[config.mk]
export PLATFORM = sky130hd
export DESIGN_NAME = bin_timer
export DESIGN_NICKNAME = d
export VERILOG_FILES = /design/src/rtl/bin_timer.sv
export SDC_FILE = /design/constraint.sdc
export NUM_CORES = 1
export LEC_CHECK = 0
export BUFFER_PORTS_ARGS = -buffer_cell sky130_fd_sc_hd__buf_4
export CORE_UTILIZATION = 50
export DETAILED_ROUTE_END_ITERATION = 6
export GPL_TIMING_DRIVEN = 0
export PLACE_DENSITY = 0.79
export SYNTH_ARGS = -nofsm -noshare
export SYNTH_HDL_FRONTEND = slang
export SYNTH_SLANG_ARGS = --single-unit
export TNS_END_PERCENT = 10
[constraint.sdc]
create_clock -name clk -period 2.35 [get_ports clk]
set_clock_uncertainty 0.15 [all_clocks]
set_input_delay 0.1175 -clock clk [delete_from_list [all_inputs] [get_ports clk]]
set_output_delay 0.1175 -clock clk [all_outputs]
set_load 0.005 [all_outputs]
[src/rtl/bin_timer.sv]
// Programmable down-counting interval timer with one-shot/auto-reload modes,
// a one-cycle terminal-count pulse and a wrapping count of completed periods.
module bin_timer #(
    parameter int unsigned WIDTH = 4
) (
    input  logic             clk,
    input  logic             reset,
    input  logic             start,
    input  logic             stop,
    input  logic             auto,
    input  logic [WIDTH-1:0] period,
    output logic [WIDTH-1:0] count,
    output logic             busy,
    output logic             tc,
    output logic [WIDTH-1:0] laps
);

    typedef enum logic {
        S_IDLE = 1'b0,
        S_RUN  = 1'b1
    } state_e;

    state_e           state_q, state_d;
    logic [WIDTH-1:0] reload_q, reload_d;
    logic [WIDTH-1:0] count_q, count_d;
    logic [WIDTH-1:0] laps_q, laps_d;
    logic             tc_q, tc_d;
    logic             busy_q, busy_d;

    logic load_ok;
    logic terminal;

    // A zero period is illegal and never loads.
    assign load_ok  = start && (period != '0);
    // Terminal is detected at 1 so the count never underflows.
    assign terminal = (count_q == WIDTH'(1));

    always_comb begin
        state_d  = state_q;
        reload_d = reload_q;
        count_d  = count_q;
        laps_d   = laps_q;
        tc_d     = 1'b0;

        case (state_q)
            S_IDLE: begin
                if (load_ok) begin
                    reload_d = period;
                    count_d  = period;
                    laps_d   = '0;
                    state_d  = S_RUN;
                end
            end
            S_RUN: begin
                if (stop) begin
                    count_d = '0;
                    state_d = S_IDLE;
                end else if (load_ok) begin
                    reload_d = period;
                    count_d  = period;
                end else if (terminal) begin
                    tc_d   = 1'b1;
                    laps_d = laps_q + WIDTH'(1);
                    if (auto) begin
                        count_d = reload_q;
                    end else begin
                        count_d = '0;
                        state_d = S_IDLE;
                    end
                end else begin
                    count_d = count_q - WIDTH'(1);
                end
            end
            default: begin
                count_d = '0;
                state_d = S_IDLE;
            end
        endcase

        busy_d = (state_d == S_RUN);
    end

    always_ff @(posedge clk) begin
        if (reset) begin
            state_q  <= S_IDLE;
            reload_q <= '0;
            count_q  <= '0;
            laps_q   <= '0;
            tc_q     <= 1'b0;
            busy_q   <= 1'b0;
        end else begin
            state_q  <= state_d;
            reload_q <= reload_d;
            count_q  <= count_d;
            laps_q   <= laps_d;
            tc_q     <= tc_d;
            busy_q   <= busy_d;
        end
    end

    assign count = count_q;
    assign busy  = busy_q;
    assign tc    = tc_q;
    assign laps  = laps_q;

endmodule

==> flow_metrics.env, run 1 <==
export IMPL_synth_top_family_by_area="simple AND/OR/NAND/NOR gates"
export IMPL_reg2reg_from="count[0]"
export IMPL_grt_antenna_before_repair=0
export IMPL_n_fill_cell=124
export IMPL_synth_nets=94
export IMPL_core_um2=1330
export IMPL_die_w_um=40.4
export IMPL_min_from="stop"
export IMPL_layout_drive_gt1_share=0.257
export IMPL_crit_path_start="count[0]"
export IMPL_postCtsSetupBuffers=0
export IMPL_port_buffers=18
export IMPL_synthToLayoutAreaGrowth_pct=32.7
export IMPL_path_buf_inv=0
export IMPL_crit_chain="ha_1 > nor3b_2 > nand3_4 > or3_1 > a21oi_1"
export IMPL_synthCells=82
export IMPL_cts_tree="done"
export IMPL_multi_input_area_um2=433
export IMPL_clock_sinks=14
export IMPL_grt_use_total=0.233
export IMPL_setup_violations=0
export IMPL_ys_seq_area_frac=0.381
export IMPL_synthesis_yosys_warnings=0
export IMPL_irDropWorstVdd_uv=326
export IMPL_place_congestion=0.796
export IMPL_clock_latency_ns=0.28
export IMPL_num_rows=13
export IMPL_clock_fmax_ghz=0.473
export IMPL_htree_levels=1
export IMPL_synthMuxAreaShare=0.0680
export IMPL_die_area_um2=1630
export IMPL_worstSetupStartpointType="register"
export IMPL_grt_overflow=0
export IMPL_drtPass1Iterations=4
export IMPL_n_antenna_cell=0
export IMPL_clkSlewWorstSetupHoldPaths_ns=0.09
export IMPL_wirelength_mm=1.61
export IMPL_grt_pass1_vias=568
export IMPL_post_dp_hpwl_mm=1.18
export IMPL_synth_area_per_cell_um2=8.97
export IMPL_synthArstFlopShare=0
export IMPL_power_total_mw=0.549
export IMPL_cts_hold_buf=5
export IMPL_power_density_nw_per_um2=563
export IMPL_synth_ff_type="dfxtp_1"
export IMPL_max_slew_margin=0.561
export IMPL_syn_cell_area_um2=736
export IMPL_die_h_um=40.4
export IMPL_start_util=0.552
export IMPL_arrival_ns=2.18
export IMPL_slew_viol_final=0
export IMPL_first_iter_violations=45
export IMPL_required_ns=2.41
export IMPL_ys_ff_latch=14
export IMPL_ant_nets=0
export IMPL_wl_per_cell_um=13.0
export IMPL_p_leak_nw=0.420
export IMPL_layout_common_cells="18 x buf_4, 14 x dfxtp_1, 11 x nor2_1"
export IMPL_min_period_ns=2.11
export IMPL_period_share=0.899
export IMPL_synth_edf_count=0
export IMPL_cp_max_fo=9
export IMPL_root_buffer="clkbuf_4"
export IMPL_cp_top_family="simple AND/OR/NAND/NOR gates"
export IMPL_rsz0062_at_grt="no"
export IMPL_yosys_area_share_adder=0.0510
export IMPL_numCtsBuffers=3
export IMPL_fin_nets=122
export IMPL_tns_ns=0
export IMPL_ctsResizeCount=0
export IMPL_cts_buffer_depth=2
export IMPL_synth_compound_gate_area_share=0.223
export IMPL_grt_first_pass_wirelength_mm=2.51
export IMPL_cp_slowest_stage_delay_ns=0.56
export IMPL_seq_area_um2=280
export IMPL_tightest_slew_ns=0.656
export IMPL_synth_xor_area_frac=0.0119
export IMPL_final_common_cell="buf_4"
export IMPL_ys_types=32
export IMPL_hold_class="input port to register"
export IMPL_outcome="finished, final reports clean"
export IMPL_vias=694
export IMPL_cp_end_kind="register"
export IMPL_hold_viol_final=0
export IMPL_path_class="register to register"
export IMPL_viasPerCell=5.60
export IMPL_crit_path_top_delay_cell="nor3b_2"
export IMPL_grt_max_degree=11
export IMPL_drc=0
export IMPL_synthSimpleGateAreaFrac=0.235
export IMPL_max_cap_violations=0
export IMPL_io_pins=19
## flip-flops by register name, indices dropped and copies added (netlist names)
signal    flops
count         4
laps          4
tc            1
reload_q      4
busy          1
## path summary, 6_finish.rpt
check / end / slack, ns / cells past startpoint
worst min register to register: laps[3] / 0.34 / 2
worst max register to register: laps[3] / 0.24 / 5
worst min-delay path: count[2] / 0.01 / 3
worst max-delay path: laps[3] / 0.24 / 5
## layer usage
layer	vias to the layer above	GRT usage	share of wire
met4	0	0.0500	0.0074
met3	2	0.0500	0.055
li1	354	-	-
met1	312	0.328	0.47
met5	-	0	0
met2	26	0.361	0.47
## stage by stage
stage | cells | setup slack, ns | cell area [µm²] | util | hold WS (ns)
after floorplan | 82 | 0.500 | 736 | - | 0.0999
after global placement | 115 | 0.336 | 890 | 0.667 | 0.240
after detailed placement | 115 | 0.289 | 890 | 0.667 | 0.237
after CTS | 124 | 0.261 | 976 | 0.732 | 0.000466
after global routing | 124 | 0.0690 | 976 | 0.732 | 0.0107
final | 124 | 0.237 | 976 | 0.732 | 0.0112
## cell type report
type	instances	area share
buffer	2	0.00769
clock buffer	4	0.0372
multi-input combinational	62	0.444
sequential	14	0.287
tap	15	0.0192
inverter	4	0.0154
timing repair buffer	23	0.190
## worst reg2reg max path, cell delays in order, from the launching register on
cell and delay (ns):
dfxtp_1 0.42, ha_1 0.20, nor3b_2 0.56, nand3_4 0.19
or3_1 0.39, a21oi_1 0.14
## power breakdown
| part | switching (mW) | total [mW] | internal (mW) |
|---|---|---|---|
| sequential | 0.0125 | 0.262 | 0.249 |
| combinational | 0.0568 | 0.114 | 0.0572 |
| clock | 0.0793 | 0.173 | 0.0941 |
| total | 0.149 | 0.549 | 0.401 |
## cells by family (layout without fill, tap and decap cells)
group	after synthesis	in the layout
flops	14	14
fa+ha+maj	3	3
buf+inv	6	33
compound gates	20	20
simple gates	33	33
xor+xnor	1	1
mux	5	5
## cell usage after synthesis (2+ instances only)
cell	n	area [µm²]
a21oi_1	4	20.0
a31o_2	2	17.5
clkbuf_1	2	7.51
dfxtp_1	14	280
ha_1	3	37.5
inv_1	4	15.0
mux2i_1	5	50.1
nand2_1	7	26.3
nand3_1	3	15.0
nand4_1	2	12.5
nor2_1	11	41.3
nor2b_1	2	12.5
nor3_1	2	10.0
o21ai_0	2	10.0
or3_1	2	12.5
Power figures use the tool's default switching activity.
==> run 2, diff against run 1 <==
CORE_MARGIN = 2   (was default)
==> flow_metrics.env, run 2 (synthesis results as in run 1) <==
export IMPL_viasPerCell=5.62
export IMPL_hold_class="input port to register"
export IMPL_max_slew_margin=0.592
export IMPL_place_congestion=0.806
export IMPL_hold_viol_final=0
export IMPL_die_h_um=42.4
export IMPL_setup_violations=0
export IMPL_port_buffers=18
export IMPL_first_iter_violations=20
export IMPL_io_pins=19
export IMPL_cts_hold_buf=6
export IMPL_ant_nets=0
export IMPL_reg2regPathDepth=5
export IMPL_path_buf_inv=0
export IMPL_start_util=0.552
export IMPL_layout_drive_gt1_share=0.255
export IMPL_cp_top_family="simple AND/OR/NAND/NOR gates"
export IMPL_grt_pass1_vias=670
export IMPL_irDropWorstVdd_uv=355
export IMPL_hold_end="laps[2]"
export IMPL_grt_overflow=0
export IMPL_period_share=0.885
export IMPL_path_class="register to register"
export IMPL_final_setup_worst_slack_ns=0.269
export IMPL_num_rows=13
export IMPL_min_period_ns=2.08
export IMPL_power_total_mw=0.549
export IMPL_reg2reg_from="count[0]"
export IMPL_cts_tree="done"
export IMPL_layout_common_cells="18 x buf_4, 14 x dfxtp_1, 11 x nor2_1"
export IMPL_cp_end_kind="register"
export IMPL_min_path_cells=3
export IMPL_grt_antenna_before_repair=0
export IMPL_grt_use_total=0.213
export IMPL_required_ns=2.42
export IMPL_wirelength_mm=1.66
export IMPL_clock_latency_ns=0.28
export IMPL_drc=0
export IMPL_cp_slowest_stage_delay_ns=0.53
export IMPL_max_cap_violations=0
export IMPL_final_common_cell="buf_4"
export IMPL_n_fill_cell=118
export IMPL_cts_buffer_depth=2
export IMPL_cp_num_cells=5
export IMPL_worstReg2RegEnd="laps[3]"
export IMPL_rsz0062_at_grt="no"
export IMPL_crit_chain="ha_1 > nor3b_2 > nand3_4 > or3_1 > a21oi_1"
export IMPL_cp_max_fo=9
export IMPL_tns_ns=0
export IMPL_drtPass1Iterations=4
export IMPL_tightest_slew_ns=0.610
export IMPL_min_from="reset"
export IMPL_arrival_ns=2.15
export IMPL_regToRegSetupSlack_ns=0.27
export IMPL_htree_levels=1
export IMPL_worstSetupStartpointType="register"
export IMPL_crit_path_top_delay_cell="nor3b_2"
export IMPL_die_w_um=42.4
export IMPL_power_density_nw_per_um2=557
export IMPL_n_antenna_cell=0
export IMPL_die_area_um2=1790
export IMPL_fin_nets=123
export IMPL_core_um2=1330
export IMPL_wl_per_cell_um=13.3
export IMPL_outcome="finished, final reports clean"
export IMPL_clock_sinks=14
export IMPL_root_buffer="clkbuf_4"
export IMPL_p_leak_nw=0.424
export IMPL_pre_cts_slack_ns=0.291
export IMPL_numCtsBuffers=3
export IMPL_vias=703
export IMPL_grt_first_pass_wirelength_mm=2.89
export IMPL_synthToLayoutAreaGrowth_pct=34.0
export IMPL_clock_fmax_ghz=0.481
export IMPL_slew_viol_final=0
export IMPL_ctsResizeCount=0
export IMPL_grt_max_degree=11
export IMPL_post_dp_hpwl_mm=1.17
export IMPL_postCtsSetupBuffers=0
export IMPL_clkSlewWorstSetupHoldPaths_ns=0.08
## run 2: worst max path at each step
| stage | start | to | slack (ns) |
|---|---|---|---|
| floorplan | count[0] | laps[3] | 0.50 |
| global placement | count[0] | laps[3] | 0.33 |
| detailed placement | count[0] | laps[3] | 0.29 |
| CTS | count[0] | laps[3] | 0.26 |
| global route | count[0] | laps[3] | 0.01 |
| finish | count[0] | laps[3] | 0.27 |
## run 2: area by class of cell
class / instances / area (µm²) / area share
Timing Repair Buffer: 24 / 195 / 0.198
Tap cell: 15 / 18.8 / 0.0190
Inverter: 4 / 15.0 / 0.0152
Sequential cell: 14 / 280 / 0.284
Multi-Input combinational cell: 62 / 433 / 0.439
Buffer: 2 / 7.51 / 0.00761
Clock buffer: 4 / 36.3 / 0.0368
## run 2: power by group
part / leakage (nW) / switching, mW / internal [mW]
combinational: 0.289 / 0.0572 / 0.0583
sequential: 0.115 / 0.0126 / 0.249
clock: 0.0210 / 0.0772 / 0.0943
total: 0.424 / 0.147 / 0.402
## run 2: tightest hold or removal path: stages
cell and delay, ns:
buf_4 0.09, or2_1 0.14, nor2_1 0.05
## run 2: per-layer routing
layer / vias to the layer above / GRT usage / wire, µm
met1: 327 / 0.277 / 760
met5: - / 0 / 0
li1: 355 / - / -
met4: 0 / 0.0438 / 10
met2: 19 / 0.335 / 807
met3: 2 / 0.0819 / 85
## run 2: stage by stage
stage	instances	utilization	hold WS, ns	cell area [µm²]
6_report	125	0.739	0.00711	986
5_1_grt	125	0.739	0.0375	986
4_1_cts	125	0.739	0.00510	986
3_5_place_dp	115	0.667	0.236	890
3_3_place_gp	115	0.667	0.239	890
2_1_floorplan	82	-	0.0999	736
==> run 3, diff against run 2 <==
clock period = 2.1 ns   (was 2.35 ns; I/O delays follow)
==> flow_metrics.env, run 3 (synthesis results as in run 1) <==
export IMPL_io_pins=19
export IMPL_clock_fmax_ghz=0.538
export IMPL_power_total_mw=0.633
export IMPL_die_w_um=42.4
export IMPL_numCtsBuffers=3
export IMPL_die_area_um2=1790
export IMPL_worstSetupStartpointType="input port"
export IMPL_period_share=0.885
export IMPL_ant_nets=0
export IMPL_outcome="finished, final reports clean"
export IMPL_drtPass1Iterations=4
export IMPL_grt_first_pass_wirelength_mm=2.93
export IMPL_multi_input_area_um2=439
export IMPL_start_util=0.552
export IMPL_crit_chain="dlygate4sd3_1 > buf_4 > o41ai_4 > buf_4 > nand3_4 > or3_1 > a21oi_1"
export IMPL_tightest_slew_ns=0.439
export IMPL_power_density_nw_per_um2=608
export IMPL_stdcell_count=131
export IMPL_max_slew_margin=0.708
export IMPL_n_antenna_cell=0
export IMPL_clock_latency_ns=0.28
export IMPL_die_h_um=42.4
export IMPL_cp_end_kind="register"
export IMPL_num_rows=13
export IMPL_synthToLayoutAreaGrowth_pct=41.3
export IMPL_root_buffer="clkbuf_4"
export IMPL_first_iter_violations=25
export IMPL_place_inst=115
export IMPL_clock_sinks=14
export IMPL_post_dp_hpwl_mm=1.17
export IMPL_power_frac_clock=0.307
export IMPL_required_ns=2.17
export IMPL_final_common_cell="buf_4"
export IMPL_drc=0
export IMPL_core_um2=1330
export IMPL_fin_area_um2=1040
export IMPL_grt_use_total=0.217
export IMPL_arrival_ns=1.93
export IMPL_cts_buffer_depth=2
export IMPL_grt_overflow=0
export IMPL_swShare=0.272
export IMPL_n_fill_cell=109
export IMPL_tns_ns=0
export IMPL_final_util=0.780
export IMPL_wirelength_mm=1.78
export IMPL_power_internal_mw=0.461
export IMPL_rsz0062_at_grt="no"
export IMPL_setup_violations=0
export IMPL_clkSlewWorstSetupHoldPaths_ns=0.08
export IMPL_layout_common_cells="23 x buf_4, 14 x dfxtp_1, 11 x nor2_1"
export IMPL_grt_pass1_vias=681
export IMPL_pre_cts_slack_ns=0.0406
export IMPL_grt_antenna_before_repair=0
export IMPL_final_setup_worst_slack_ns=0.242
export IMPL_grt_max_degree=11
export IMPL_cp_common_cell="buf_4"
export IMPL_seqPwrFrac=0.466
export IMPL_max_cap_violations=0
export IMPL_wl_per_cell_um=13.6
export IMPL_hold_class="input port to register"
export IMPL_hold_viol_final=0
export IMPL_holdWs_ns=0.0963
export IMPL_irDropWorstVdd_uv=413
export IMPL_path_class="input port to register"
export IMPL_power_frac_comb=0.227
export IMPL_layout_drive_gt1_share=0.284
export IMPL_vias=723
export IMPL_p_leak_nw=0.453
export IMPL_crit_path_top_delay_cell="dlygate4sd3_1"
export IMPL_p_switching_mw=0.172
export IMPL_min_period_ns=1.86
export IMPL_cp_slowest_stage_delay_ns=0.54
export IMPL_placed_area_um2=890
export IMPL_place_congestion=0.806
export IMPL_seq_area_um2=280
export IMPL_fin_nets=129
export IMPL_port_buffers=18
export IMPL_cp_max_fo=7
export IMPL_cts_tree="done"
export IMPL_viasPerCell=5.52
export IMPL_slew_viol_final=0
export IMPL_htree_levels=1
run 3: area by class of cell:
| class | instances | share of cell area |
|---|---|---|
| Tap cell | 15 | 0.0181 |
| Clock buffer | 4 | 0.0349 |
| Multi-Input combinational cell | 62 | 0.422 |
| Sequential cell | 14 | 0.270 |
| Inverter | 4 | 0.0144 |
| Timing Repair Buffer | 30 | 0.233 |
| Buffer | 2 | 0.00722 |
run 3: critical path, delay by kind of cell:
family | cells | cell delay (ns)
compound gates | 2 | 0.48
simple gates | 2 | 0.46
buf+inv | 3 | 0.89
run 3: power groups by stage:
stage / sequential (mW) / clock (mW) / combinational (mW)
floorplan: 0.297 / 0 / 0.0725
global placement: 0.298 / 0 / 0.117
detailed placement: 0.299 / 0 / 0.119
CTS: 0.293 / 0.199 / 0.129
global route: 0.297 / 0.217 / 0.158
finish: 0.295 / 0.194 / 0.143
run 3: what timing repair did:
action,in CTS,in global routing
buffers inserted,0,5
gates resized for setup,0,1
setup endpoints to repair,0,4
hold buffers,7,0
hold endpoints to repair,11,0
run 3: layer usage:
layer / share of wire / up-vias / track usage
met1: 0.45 / 325 / 0.277
met3: 0.065 / 2 / 0.0819
met2: 0.48 / 27 / 0.342
met4: 0.0056 / 0 / 0.0625
li1: - / 369 / -
met5: 0 / - / 0
run 3: worst paths after layout:
check                               start  endpoint  slack (ns)  cells past startpoint
worst max-delay path            period[2]   laps[3]        0.24                      7
worst min-delay path                 auto      busy         0.1                      4
worst max register to register   count[0]   laps[3]        0.27                      6
worst min register to register    laps[3]   laps[3]        0.36                      2
